--- config.mk ---
export PLATFORM = sky130hd
export DESIGN_NAME = branch_update_scheduler
export DESIGN_NICKNAME = d
export VERILOG_FILES = /design/src/rtl/branch_update_scheduler_pkg.sv /design/src/rtl/branch_update_fifo.sv /design/src/rtl/branch_update_scheduler.sv
export SDC_FILE = /design/constraint.sdc
export NUM_CORES = 1
export LEC_CHECK = 0
export BUFFER_PORTS_ARGS = -buffer_cell sky130_fd_sc_hd__buf_2
export CORE_ASPECT_RATIO = 0.7
export CORE_MARGIN = 3
export CORE_UTILIZATION = 51
export DETAILED_ROUTE_END_ITERATION = 16
export MAX_ROUTING_LAYER = met4
export PLACE_DENSITY_LB_ADDON = 0.05
export SYNTH_ARGS = -nofsm -noshare
export SYNTH_HDL_FRONTEND = slang
export SYNTH_SLANG_ARGS = --single-unit
--- constraint.sdc ---
create_clock -name clock -period 2.2 [get_ports clock]
set_clock_uncertainty 0.05 [all_clocks]
set_input_delay 0.22 -clock clock [delete_from_list [all_inputs] [get_ports clock]]
set_output_delay 0.22 -clock clock [all_outputs]
set_load 0.05 [all_outputs]
--- src/rtl/branch_update_scheduler_pkg.sv ---
// Shared types for the branch update scheduler: FSM state and update-queue entry.
package branch_update_scheduler_pkg;

  // Widest table index the entry struct can carry; the scheduler uses the low IDX_W bits.
  localparam int IDX_MAX_W = 32;

  typedef enum logic {
    RUN    = 1'b0,
    SQUASH = 1'b1
  } state_t;

  typedef struct packed {
    logic [IDX_MAX_W-1:0] idx;
    logic                 taken;
  } upd_entry_t;

  function automatic logic [15:0] sat_inc16(input logic [15:0] v);
    return (v == 16'hFFFF) ? v : v + 16'd1;
  endfunction

  function automatic logic [7:0] sat_inc8(input logic [7:0] v);
    return (v == 8'hFF) ? v : v + 8'd1;
  endfunction

endpackage

--- src/rtl/branch_update_fifo.sv ---
// Update queue: power-of-two FIFO, push/pop legal together at any occupancy.
module update_fifo #(
  parameter int DEPTH = 4,
  parameter int WIDTH = 8
) (
  input  logic             clock,
  input  logic             reset,
  input  logic             push,
  input  logic [WIDTH-1:0] wdata,
  input  logic             pop,
  output logic [WIDTH-1:0] rdata,
  output logic             full,
  output logic             empty
);
  localparam int AW = $clog2(DEPTH);

  logic [WIDTH-1:0] mem [DEPTH];
  logic [AW-1:0]    wr_ptr, rd_ptr;
  logic [AW:0]      count;
  logic             do_push, do_pop;

  assign full    = (count == (AW+1)'(DEPTH));
  assign empty   = (count == '0);
  assign do_pop  = pop & ~empty;
  // A full queue still takes a push when the head leaves in the same cycle.
  assign do_push = push & (~full | do_pop);
  assign rdata   = mem[rd_ptr];

  always_ff @(posedge clock) begin
    if (reset) begin
      wr_ptr <= '0;
      rd_ptr <= '0;
      count  <= '0;
    end else begin
      if (do_push) wr_ptr <= wr_ptr + AW'(1);
      if (do_pop)  rd_ptr <= rd_ptr + AW'(1);
      case ({do_push, do_pop})
        2'b10:   count <= count + (AW+1)'(1);
        2'b01:   count <= count - (AW+1)'(1);
        default: count <= count;
      endcase
    end
  end

  always_ff @(posedge clock) begin
    if (!reset && do_push) mem[wr_ptr] <= wdata;
  end

endmodule

--- src/rtl/branch_update_scheduler.sv ---
// Queues resolved-branch training updates for the predictor table and raises
// redirect/flush on mispredicts, ignoring wrong-path results while squashing.
module branch_update_scheduler
  import branch_update_scheduler_pkg::*;
#(
  parameter int IDX_W      = 6,
  parameter int QDEPTH     = 4,
  parameter int SQUASH_CYC = 2
) (
  input  logic             clock,
  input  logic             reset,
  input  logic             ex_valid,
  input  logic             ex_is_branch,
  input  logic [31:0]      ex_pc,
  input  logic             ex_taken,
  input  logic             ex_predicted_taken,
  input  logic [31:0]      ex_target,
  input  logic             lk_req,
  output logic             tbl_we,
  output logic [IDX_W-1:0] tbl_widx,
  output logic             tbl_wtaken,
  output logic             redirect_valid,
  output logic [31:0]      redirect_pc,
  output logic             flush,
  output logic             q_full,
  output logic [15:0]      mispredict_count,
  output logic [7:0]       drop_count
);
  localparam int SQ_W = (SQUASH_CYC > 1) ? $clog2(SQUASH_CYC) : 1;
  localparam int EW   = $bits(upd_entry_t);

  state_t          state, state_nxt;
  logic [SQ_W-1:0] sq_cnt;
  logic            accept, mispredict, q_pop, q_empty, drop;
  upd_entry_t      push_ent, head_ent;
  logic            unused_head_idx;

  update_fifo #(.DEPTH(QDEPTH), .WIDTH(EW)) u_fifo (
    .clock (clock),
    .reset (reset),
    .push  (accept),
    .wdata (push_ent),
    .pop   (q_pop),
    .rdata (head_ent),
    .full  (q_full),
    .empty (q_empty)
  );

  assign unused_head_idx = ^head_ent.idx;

  always_ff @(posedge clock) begin
    if (reset) state <= RUN;
    else       state <= state_nxt;
  end

  always_comb begin
    state_nxt = state;
    case (state)
      RUN:     if (mispredict) state_nxt = SQUASH;
      SQUASH:  if (sq_cnt == '0) state_nxt = RUN;
      default: state_nxt = RUN;
    endcase
  end

  always_comb begin
    accept       = ex_valid & ex_is_branch & (state == RUN);
    mispredict   = accept & (ex_taken != ex_predicted_taken);
    push_ent     = '0;
    push_ent.idx[IDX_W-1:0] = ex_pc[IDX_W-1:0];
    push_ent.taken = ex_taken;
    // Decode lookups own the table port; training only uses idle cycles.
    q_pop        = ~lk_req & ~q_empty;
    tbl_we       = q_pop;
    tbl_widx     = q_pop ? head_ent.idx[IDX_W-1:0] : '0;
    tbl_wtaken   = q_pop & head_ent.taken;
    drop         = accept & q_full & ~q_pop;
  end

  // Loaded on entry so SQUASH spans exactly SQUASH_CYC cycles after that edge.
  always_ff @(posedge clock) begin
    if (reset)                           sq_cnt <= '0;
    else if (state == RUN && mispredict) sq_cnt <= SQ_W'(SQUASH_CYC - 1);
    else if (state == SQUASH && sq_cnt != '0) sq_cnt <= sq_cnt - SQ_W'(1);
  end

  always_ff @(posedge clock) begin
    if (reset) begin
      redirect_valid   <= 1'b0;
      flush            <= 1'b0;
      redirect_pc      <= '0;
      mispredict_count <= '0;
      drop_count       <= '0;
    end else begin
      redirect_valid <= mispredict;
      flush          <= mispredict;
      redirect_pc    <= mispredict ? (ex_taken ? ex_target : ex_pc + 32'd1) : '0;
      if (mispredict) mispredict_count <= sat_inc16(mispredict_count);
      if (drop)       drop_count       <= sat_inc8(drop_count);
    end
  end

endmodule

==> results of run 1 <==
-- per-stage QoR --
stage	hold slack, ns	util, %
final	0.0616	67.7
after global routing	0.0646	67.7
after CTS	0.0506	67.7
after detailed placement	0.407	64.1
after global placement	0.392	64.1
after floorplan	0.269	-
-- final cells by class --
class                   count  area, sq um  share of cell area, %
clock buffers              10          229                   4.12
clock inverters             6         67.6                   1.22
inverters                  11         41.3                  0.743
multi-input cells         313         2130                   38.4
flip-flops and latches     96         2200                   39.7
well taps                 116          145                   2.61
repair buffers            144          738                   13.3
-- metal layers --
metal | vias to the layer above | part of all wire [%] | wire length (um) | GRT usage [%]
li1 | 1841 | - | - | -
met1 | 1692 | 47 | 5030 | 29.5
met4 | 0 | 1.5 | 161 | 7.02
met5 | - | 0 | 0 | -
met2 | 119 | 45 | 4870 | 34.2
met3 | 14 | 6.7 | 726 | 6.46
-- critical path: stages, from the launching register on --
cell and delay, ns:
dfxtp_2 0.39, buf_4 0.17, mux4_2 0.50, and3_1 0.19, buf_2 0.20
-- registers in the layout, indices dropped and copies added, names as in the netlist, named ones only --
register / flops
drop_count: 8
flush: 1
mispredict_count: 16
redirect_pc: 32
sq_cnt: 1
state: 1
u_fifo.count: 3
u_fifo.mem: 28
u_fifo.rd_ptr: 2
u_fifo.wr_ptr: 2
-- where the power goes --
group / internal [mW] / switching (mW) / leakage [nW]
Clock: 0.888 / 0.691 / 0.139
Combinational: 0.309 / 0.601 / 1.40
Sequential: 1.89 / 0.0551 / 0.804
Total: 3.09 / 1.35 / 2.34
-- logic make-up (layout without fill, tap and decap cells) --
logic type | count (synthesis) | after routing | share of synthesized area (%)
buffers and inverters | 34 | 171 | 3.43
multiplexers | 17 | 17 | 5.74
AO/OA/AOI/OAI | 68 | 68 | 9.37
XOR/XNOR | 52 | 52 | 10.1
flip-flops | 96 | 96 | 49.1
adder cells (fa/ha/maj) | 8 | 8 | 2.40
AND/OR/NAND/NOR | 168 | 168 | 19.8
-- layout by cell type, fill, tap and decap left out, types with 2 or more instances in the layout --
cell type / instances
nand4_1: 16
ha_1: 7
dfxtp_1: 67
and3_1: 19
mux2i_1: 10
nand2_1: 22
a31oi_1: 2
nand2b_1: 2
nor2_1: 54
nor4_1: 2
mux4_2: 7
nor3_1: 6
nand3_1: 17
o21ai_0: 19
clkinvlp_4: 2
xnor2_1: 25
inv_6: 2
buf_2: 137
a211oi_1: 12
and4_1: 6
a21oi_1: 28
inv_1: 10
or3_1: 4
buf_4: 7
clkbuf_16: 9
edfxtp_1: 28
xor2_1: 27
and2_1: 8
-- worst max-delay path by stage --
stage,startpoint,end,slack (ns)
after floorplan,u_fifo.count[0]$_SDFFE_PP0P_,drop_count[3]$_SDFFE_PP0P_,0.02
after global placement,u_fifo.count[0]$_SDFFE_PP0P_,u_fifo.count[2]$_SDFFE_PP0P_,0.36
after detailed placement,u_fifo.count[0]$_SDFFE_PP0P_,u_fifo.count[2]$_SDFFE_PP0P_,0.26
after CTS,register,tbl_wtaken,0.02
after global routing,register,tbl_widx[2],0.04
final,register,tbl_wtaken,0.13
-- repair_timing --
item,in CTS,in global routing
gates resized for setup,0,1
setup endpoints to repair,0,4
hold buffers,0,0
==> results.toml, run 1 <==
[timing]
timing.fmax_ghz = 0.484
relSlewSlack_pct = 67.7
tns_ns = 0
fin_crit_ns = 2.07
finalHoldViolCount = 0
tightestPinTransition_ns = 0.484
fin_crit_sh_pct = 93.9
grt_setup_unrepaired = "false"
layout_setup_ws_ns = 0.133
setup_viol_count_final = 0
final-max-slew-violation-count = 0

[power_and_ir_drop]
p_leak_nw = 2.34
ir_drop_mv = 0.402
p_per_area_nw_per_um2 = 798
total_power_mw = 4.43

[cts]
path_clk_slew_ns = 0.07
cts_setup_buffers = 0
htreeDepth = 3
insertion_delay_ns = 0.34
cts_tree = "done"
cts_root_buf = "clkbuf_16"
cts_buffers = 9
cts.path.max_buffers = 2
clock_sinks = 96

[yosys]
synth-seq-area-share_pct = 49.1
syn_area_sq_um = 4490
synth_edf_count = 28
ys_ff_latch = 96
yosysMostFrequentCell = "dfxtp_1"
yosys.area.top_type_share_pct = 30.3
synth_area_leaders = "dfxtp_1 (30%), edfxtp_1 (19%), xor2_1 (5.3%)"
yosysUniqueCellTypes = 49
ys.flop_type = "dfxtp_1"
ys_async_sr_fraction_pct = 0
synthCells = 443
syn_area_per_cell_sq_um = 10.1
synth_fp_nets = 522
synth-warning-count = 0
netlist_top_cells_count = "dfxtp_1 (68), nor2_1 (54), a21oi_1 (28), edfxtp_1 (28), xor2_1 (27)"
synth_top_area_cell = "dfxtp_1"

[placement]
numPortBuffers = 137
dpl.cell_count = 680
dp_hpwl_mm = 7.85
place_congestion = 0.902
placed_cell_area_sq_um = 5260
place_ws_ns = 0.263

[critical_path]
ff2ff_setup_slack_ns = 0.25
r2r_cells = 6
critPathKind = "register to primary output"
cp-start-kind = "register"
rr_startpoint = "u_fifo.count[0]$_SDFFE_PP0P_"
arrival_ns = 1.80
crit_fanout = 4
required_ns = 1.93
end_kind = "primary output"
rr_endpoint = "u_fifo.count[2]$_SDFFE_PP0P_"

[global_route]
grt_start_max_net_pins = 50
track_usage_pct = 22.6
antenna_found_initial = 0
overflow = 0
grt_pass1_wl_mm = 17.6
first_global_vias = 3584

[detailed_routing]
drc = 0
ant_nets = 0
drt_wl_total_mm = 10.8
firstDrtPassIters = 4
viasPerCell = 5.27
via_count = 3666
drtIter0Drc = 163
wl_per_cell_um = 15.5

[finish]
fillCellCount = 677
num_antenna_cells = 0
fin_nets = 654
fin_cells = 696
syn_to_final_growth_pct = 23.8
finalInstanceArea_sq_um = 5560
layout-drive-gt1-share_pct = 30.5

[floorplanning]
dieArea_sq_um = 9980
rows = 27
die_x_um = 118
core_sq_um = 8210
initial_core_util_pct = 54.7
die_h_um = 84.5
io_pins = 138

[min_path]
min-delay-start = "ex_target[0]"
hold_class = "input port to register"
whs_path_depth = 3
holdPathEnd = "redirect_pc[0]$_SDFF_PP0_"

[run_status]
outcome = "complete, no violations"

[run]
drv_cap = 0
Power figures use the tool's default switching activity.
==> inputs of run 2 (changes only) <==
--- a/config.mk
+++ b/config.mk
@@ -10,7 +10,6 @@
 export CORE_MARGIN = 3
 export CORE_UTILIZATION = 51
 export DETAILED_ROUTE_END_ITERATION = 16
-export MAX_ROUTING_LAYER = met4
 export PLACE_DENSITY_LB_ADDON = 0.05
 export SYNTH_ARGS = -nofsm -noshare
 export SYNTH_HDL_FRONTEND = slang
==> constraint.sdc (replaced) <==
create_clock -name clock -period 2.2 [get_ports clock]
set_clock_uncertainty 0.05 [all_clocks]
set_input_delay 0.44 -clock clock [delete_from_list [all_inputs] [get_ports clock]]
set_output_delay 0.44 -clock clock [all_outputs]
set_load 0.05 [all_outputs]
==> results.toml, run 2 (same netlist as run 1, synthesis figures left out) <==
[timing]
grt_setup_unrepaired = "false"
fin_crit_ns = 2.14
final-max-slew-violation-count = 0
hold_ws_ns = 0.289
fin_crit_sh_pct = 97.1
tns_ns = 0
finalHoldViolCount = 0
tightestPinTransition_ns = 0.468
setup_viol_count_final = 0
relSlewSlack_pct = 68.4
timing.fmax_ghz = 0.468

[finish]
layout-drive-gt1-share_pct = 32.0
fin_cells = 700
ff_latch_area_sq_um = 2200
largest_reg_flops = 32
fin_nets = 658
syn_to_final_growth_pct = 26.8
largestRegisters = "redirect_pc (32), u_fifo.mem (28), mispredict_count (16)"
num_antenna_cells = 0
multi_input_area_sq_um = 2160
final_cell_mix = "buf_2 (129), dfxtp_1 (67), nor2_1 (54)"
final_common_cell = "buf_2"
top_register = "redirect_pc"
fillCellCount = 666

[floorplanning]
io_pins = 138
die_x_um = 118
die_h_um = 84.5
initial_core_util_pct = 54.7
core_sq_um = 8210
dieArea_sq_um = 9980
rows = 27

[critical_path]
end_kind = "primary output"
required_ns = 1.71
cp-start-kind = "register"
arrival_ns = 1.65
crit_fanout = 10
critPathLaunch = "u_fifo.count[0]$_SDFFE_PP0P_"
critPathKind = "register to primary output"
rr_startpoint = "u_fifo.count[0]$_SDFFE_PP0P_"

[run_status]
outcome = "complete, no violations"

[global_route]
antenna_found_initial = 0
first_global_vias = 3383
grt_pass1_wl_mm = 17.0
grt_start_max_net_pins = 50
track_usage_pct = 20.9
overflow = 0

[power_and_ir_drop]
p_int_mw = 3.18
power.switching_mw = 1.33
ir_drop_mv = 0.395
p_leak_nw = 2.38
p_per_area_nw_per_um2 = 793
power.share.sequential_pct = 43.0
share_comb_of_total_power_pct = 22.9
clockPowerShare_pct = 34.1
netSwitchingFraction_pct = 29.5

[cts]
cts.path.max_buffers = 2
htreeDepth = 3
cts_tree = "done"
cts_root_buf = "clkbuf_16"
clock_sinks = 96
insertion_delay_ns = 0.33
cts_buffers = 9
cts_setup_buffers = 0
path_clk_slew_ns = 0.07
ctsHoldBuffers = 0

[detailed_routing]
wl_per_cell_um = 15.0
drc = 0
drt_wl_total_mm = 10.5
viasPerCell = 5.25
firstDrtPassIters = 4
via_count = 3672
drtIter0Drc = 232
ant_nets = 0

[placement]
numPortBuffers = 137
dp_hpwl_mm = 7.79
dpl.cell_count = 684
place_congestion = 0.911

[min_path]
hold_class = "input port to register"
min-delay-start = "ex_target[0]"

[run]
drv_cap = 0
run 2: cell types whose count changed in the layout (fill, tap and decap cells not counted), moves of 2 or more:
cell,change
clkinvlp_4,-2
buf_8,+3
buf_4,+2
buf_2,-8
and3_1,-4
and3_4,+4
buf_6,+5
run 2: cell type report:
cell class / count / share of cell area (%)
flip-flops and latches: 96 / 38.7
multi-input cells: 313 / 37.9
repair buffers: 148 / 14.8
clock buffers: 12 / 4.71
well taps: 116 / 2.55
inverters: 11 / 0.726
clock inverters: 4 / 0.550
run 2: power groups by stage:
stage	Sequential, mW	Combinational (mW)	Clock [mW]
3_5_place_dp	1.97	0.919	0
3_3_place_gp	1.97	0.903	0
4_1_cts	1.94	0.966	1.57
5_1_grt	1.95	1.11	1.66
2_1_floorplan	2.02	0.647	0
6_report	1.94	1.03	1.54
run 2: what timing repair did:
action,CTS,global route
resized for setup,9,20
endpoints found under the setup margin,8,8
pin swaps,0,2
run 2: final timing paths:
check | end | slack (ns) | depth (start not counted)
setup / recovery | tbl_we | 0.06 | 3
hold / removal | redirect_pc[0]$_SDFF_PP0_ | 0.29 | 3
setup reg to reg | u_fifo.count[2]$_SDFFE_PP0P_ | 0.35 | 6
hold reg to reg | state$_SDFF_PP0_ | 0.42 | 2
run 2: per-stage QoR:
stage	area [sq um]	setup slack [ns]	utilization (%)	power, mW
after floorplan	4490	0.0230	-	2.67
final	5690	0.0639	69.3	4.51
after CTS	5630	0.00379	68.6	4.47
after detailed placement	5300	0.203	64.6	2.89
after global placement	5300	0.269	64.6	2.87
after global routing	5690	0.000971	69.3	4.72
run 2: critical path, stage by stage (launching register included):
cell and delay [ns]:
dfxtp_1 0.36, or3_4 0.44, and2_2 0.28, clkbuf_4 0.23
run 2: layer usage:
layer	wire length [um]	global-route usage [%]	share of wire, %	vias to the layer above
met3	676	6.40	6.5	2
met1	4870	29.0	47	1723
met4	33	4.04	0.32	0
met5	0	0	0	-
li1	-	-	-	1844
met2	4890	32.6	47	103
==> inputs of run 3 (changes only) <==
--- a/config.mk
+++ b/config.mk
@@ -8,7 +8,8 @@
 export BUFFER_PORTS_ARGS = -buffer_cell sky130_fd_sc_hd__buf_2
 export CORE_ASPECT_RATIO = 0.7
 export CORE_MARGIN = 3
-export CORE_UTILIZATION = 51
+export CORE_UTILIZATION = 53
+export CTS_BUF_LIST = sky130_fd_sc_hd__clkbuf_4
 export DETAILED_ROUTE_END_ITERATION = 16
 export PLACE_DENSITY_LB_ADDON = 0.05
 export SYNTH_ARGS = -nofsm -noshare
==> results.toml, run 3 (same netlist as run 1, synthesis figures left out) <==
[global_route]
grt_pass1_wl_mm = 17.3
track_usage_pct = 22.3
first_global_vias = 3544
antenna_found_initial = 0
overflow = 0
grt_start_max_net_pins = 32

[critical_path]
required_ns = 1.71
critPathKind = "register to primary output"
arrival_ns = 1.74
crit_fanout = 7
rr_startpoint = "u_fifo.count[1]$_SDFFE_PP0P_"
r2r_cells = 7
end_kind = "primary output"
ff2ff_setup_slack_ns = 0.25
rr_endpoint = "u_fifo.count[2]$_SDFFE_PP0P_"
cp-start-kind = "register"

[cts]
htreeDepth = 3
insertion_delay_ns = 0.44
cts_buffers = 9
cts.path.max_buffers = 2
clock_sinks = 96
path_clk_slew_ns = 0.15
cts_tree = "done"
ctsHoldBuffers = 0
cts_root_buf = "clkbuf_4"
cts_setup_buffers = 0

[min_path]
whs_path_depth = 3
min-delay-start = "ex_target[6]"
hold_class = "input port to register"
holdPathEnd = "redirect_pc[6]$_SDFF_PP0_"

[detailed_routing]
firstDrtPassIters = 4
wl_per_cell_um = 15.0
viasPerCell = 5.38
drc = 0
drt_wl_total_mm = 10.3
drtIter0Drc = 226
ant_nets = 0
via_count = 3697

[timing]
relSlewSlack_pct = 67.7
hold_ws_ns = 0.176
layout_setup_ws_ns = -0.0297
grt_setup_unrepaired = "true"
fin_crit_ns = 2.23
tightestPinTransition_ns = 0.478
finalHoldViolCount = 0
fin_crit_sh_pct = 101
setup_viol_count_final = 7
timing.fmax_ghz = 0.448
final-max-slew-violation-count = 0

[floorplanning]
core_sq_um = 8040
die_h_um = 83.0
rows = 27
initial_core_util_pct = 55.8
die_x_um = 116
dieArea_sq_um = 9630
io_pins = 138

[run_status]
outcome = "complete, but fails checks"
violations = "setup timing"

[finish]
final_common_cell = "buf_2"
layout-drive-gt1-share_pct = 33.3
fin_nets = 660
largest_reg_flops = 32
syn_to_final_growth_pct = 23.7
num_antenna_cells = 0
top_register = "redirect_pc"
final_cell_mix = "buf_2 (129), dfxtp_1 (65), nor2_1 (54)"
largestRegisters = "redirect_pc (32), u_fifo.mem (28), mispredict_count (16)"
finalInstanceArea_sq_um = 5550

[placement]
dp_hpwl_mm = 7.72
placed_cell_area_sq_um = 5280
place_ws_ns = 0.163
numPortBuffers = 137
place_congestion = 0.824

[run]
drv_cap = 0

[power_and_ir_drop]
p_per_area_nw_per_um2 = 718
ir_drop_mv = 0.395
p_leak_nw = 2.31
[run 3: cell count changes in the layout (fill, tap and decap cells not counted), sizes merged]
cell and delta:
inv -3, or3 +1, bufinv +1, buf +2
clkinv +3, clkbuf -2
[run 3: repair_timing]
action | in CTS | in global routing
pin swaps | 8 | 1
gates cloned | 0 | 1
setup endpoints to repair | 8 | 8
resized for setup | 34 | 4
[run 3: metal layers]
metal | vias to the layer above | share of wire (%) | track usage (%) | wire, um
li1 | 1862 | - | - | -
met1 | 1723 | 47 | 31.5 | 4810
met5 | - | 0 | 0 | 0
met2 | 99 | 45 | 33.2 | 4630
met3 | 13 | 6.5 | 7.14 | 670
met4 | 0 | 1.5 | 5.58 | 156
[run 3: power by group]
group          internal (mW)  total [mW]  switching [mW]
Sequential              1.90        1.96          0.0666
Clock                  0.373       0.942           0.568
Combinational          0.460        1.08           0.623
Total                   2.73        3.99            1.26
[run 3: critical path, cell delays in order (launching register included)]
cell	delay, ns
dfxtp_4	0.45
mux4_2	0.53
and3_4	0.17
buf_8	0.14
[run 3: cell type report]
class,instances,area (sq um)
Clock inverter,5,57.6
Tap cell,101,126
Sequential cell,96,2210
Timing Repair Buffer,149,852
Fill cell,661,2490
Multi-Input combinational cell,314,2180
Clock buffer,11,82.6
Inverter,11,41.3
[run 3: through the flow]
stage	utilization (%)	cells	TNS [ns]	power [mW]
floorplan	-	443	0	2.67
global placement	65.6	670	0	2.86
detailed placement	65.6	670	0	2.89
CTS	68.9	686	-0.349	4.00
global route	69.1	687	-0.797	4.22
finish	69.1	687	-0.0885	3.99
[run 3: worst max-delay path by stage]
stage / from / endpoint / slack, ns
floorplan: u_fifo.count[0]$_SDFFE_PP0P_ / drop_count[3]$_SDFFE_PP0P_ / 0.02
global placement: register / tbl_widx[3] / 0.23
detailed placement: register / tbl_widx[4] / 0.16
CTS: register / tbl_widx[1] / -0.06
global route: register / tbl_widx[2] / -0.13
finish: register / tbl_widx[2] / -0.03
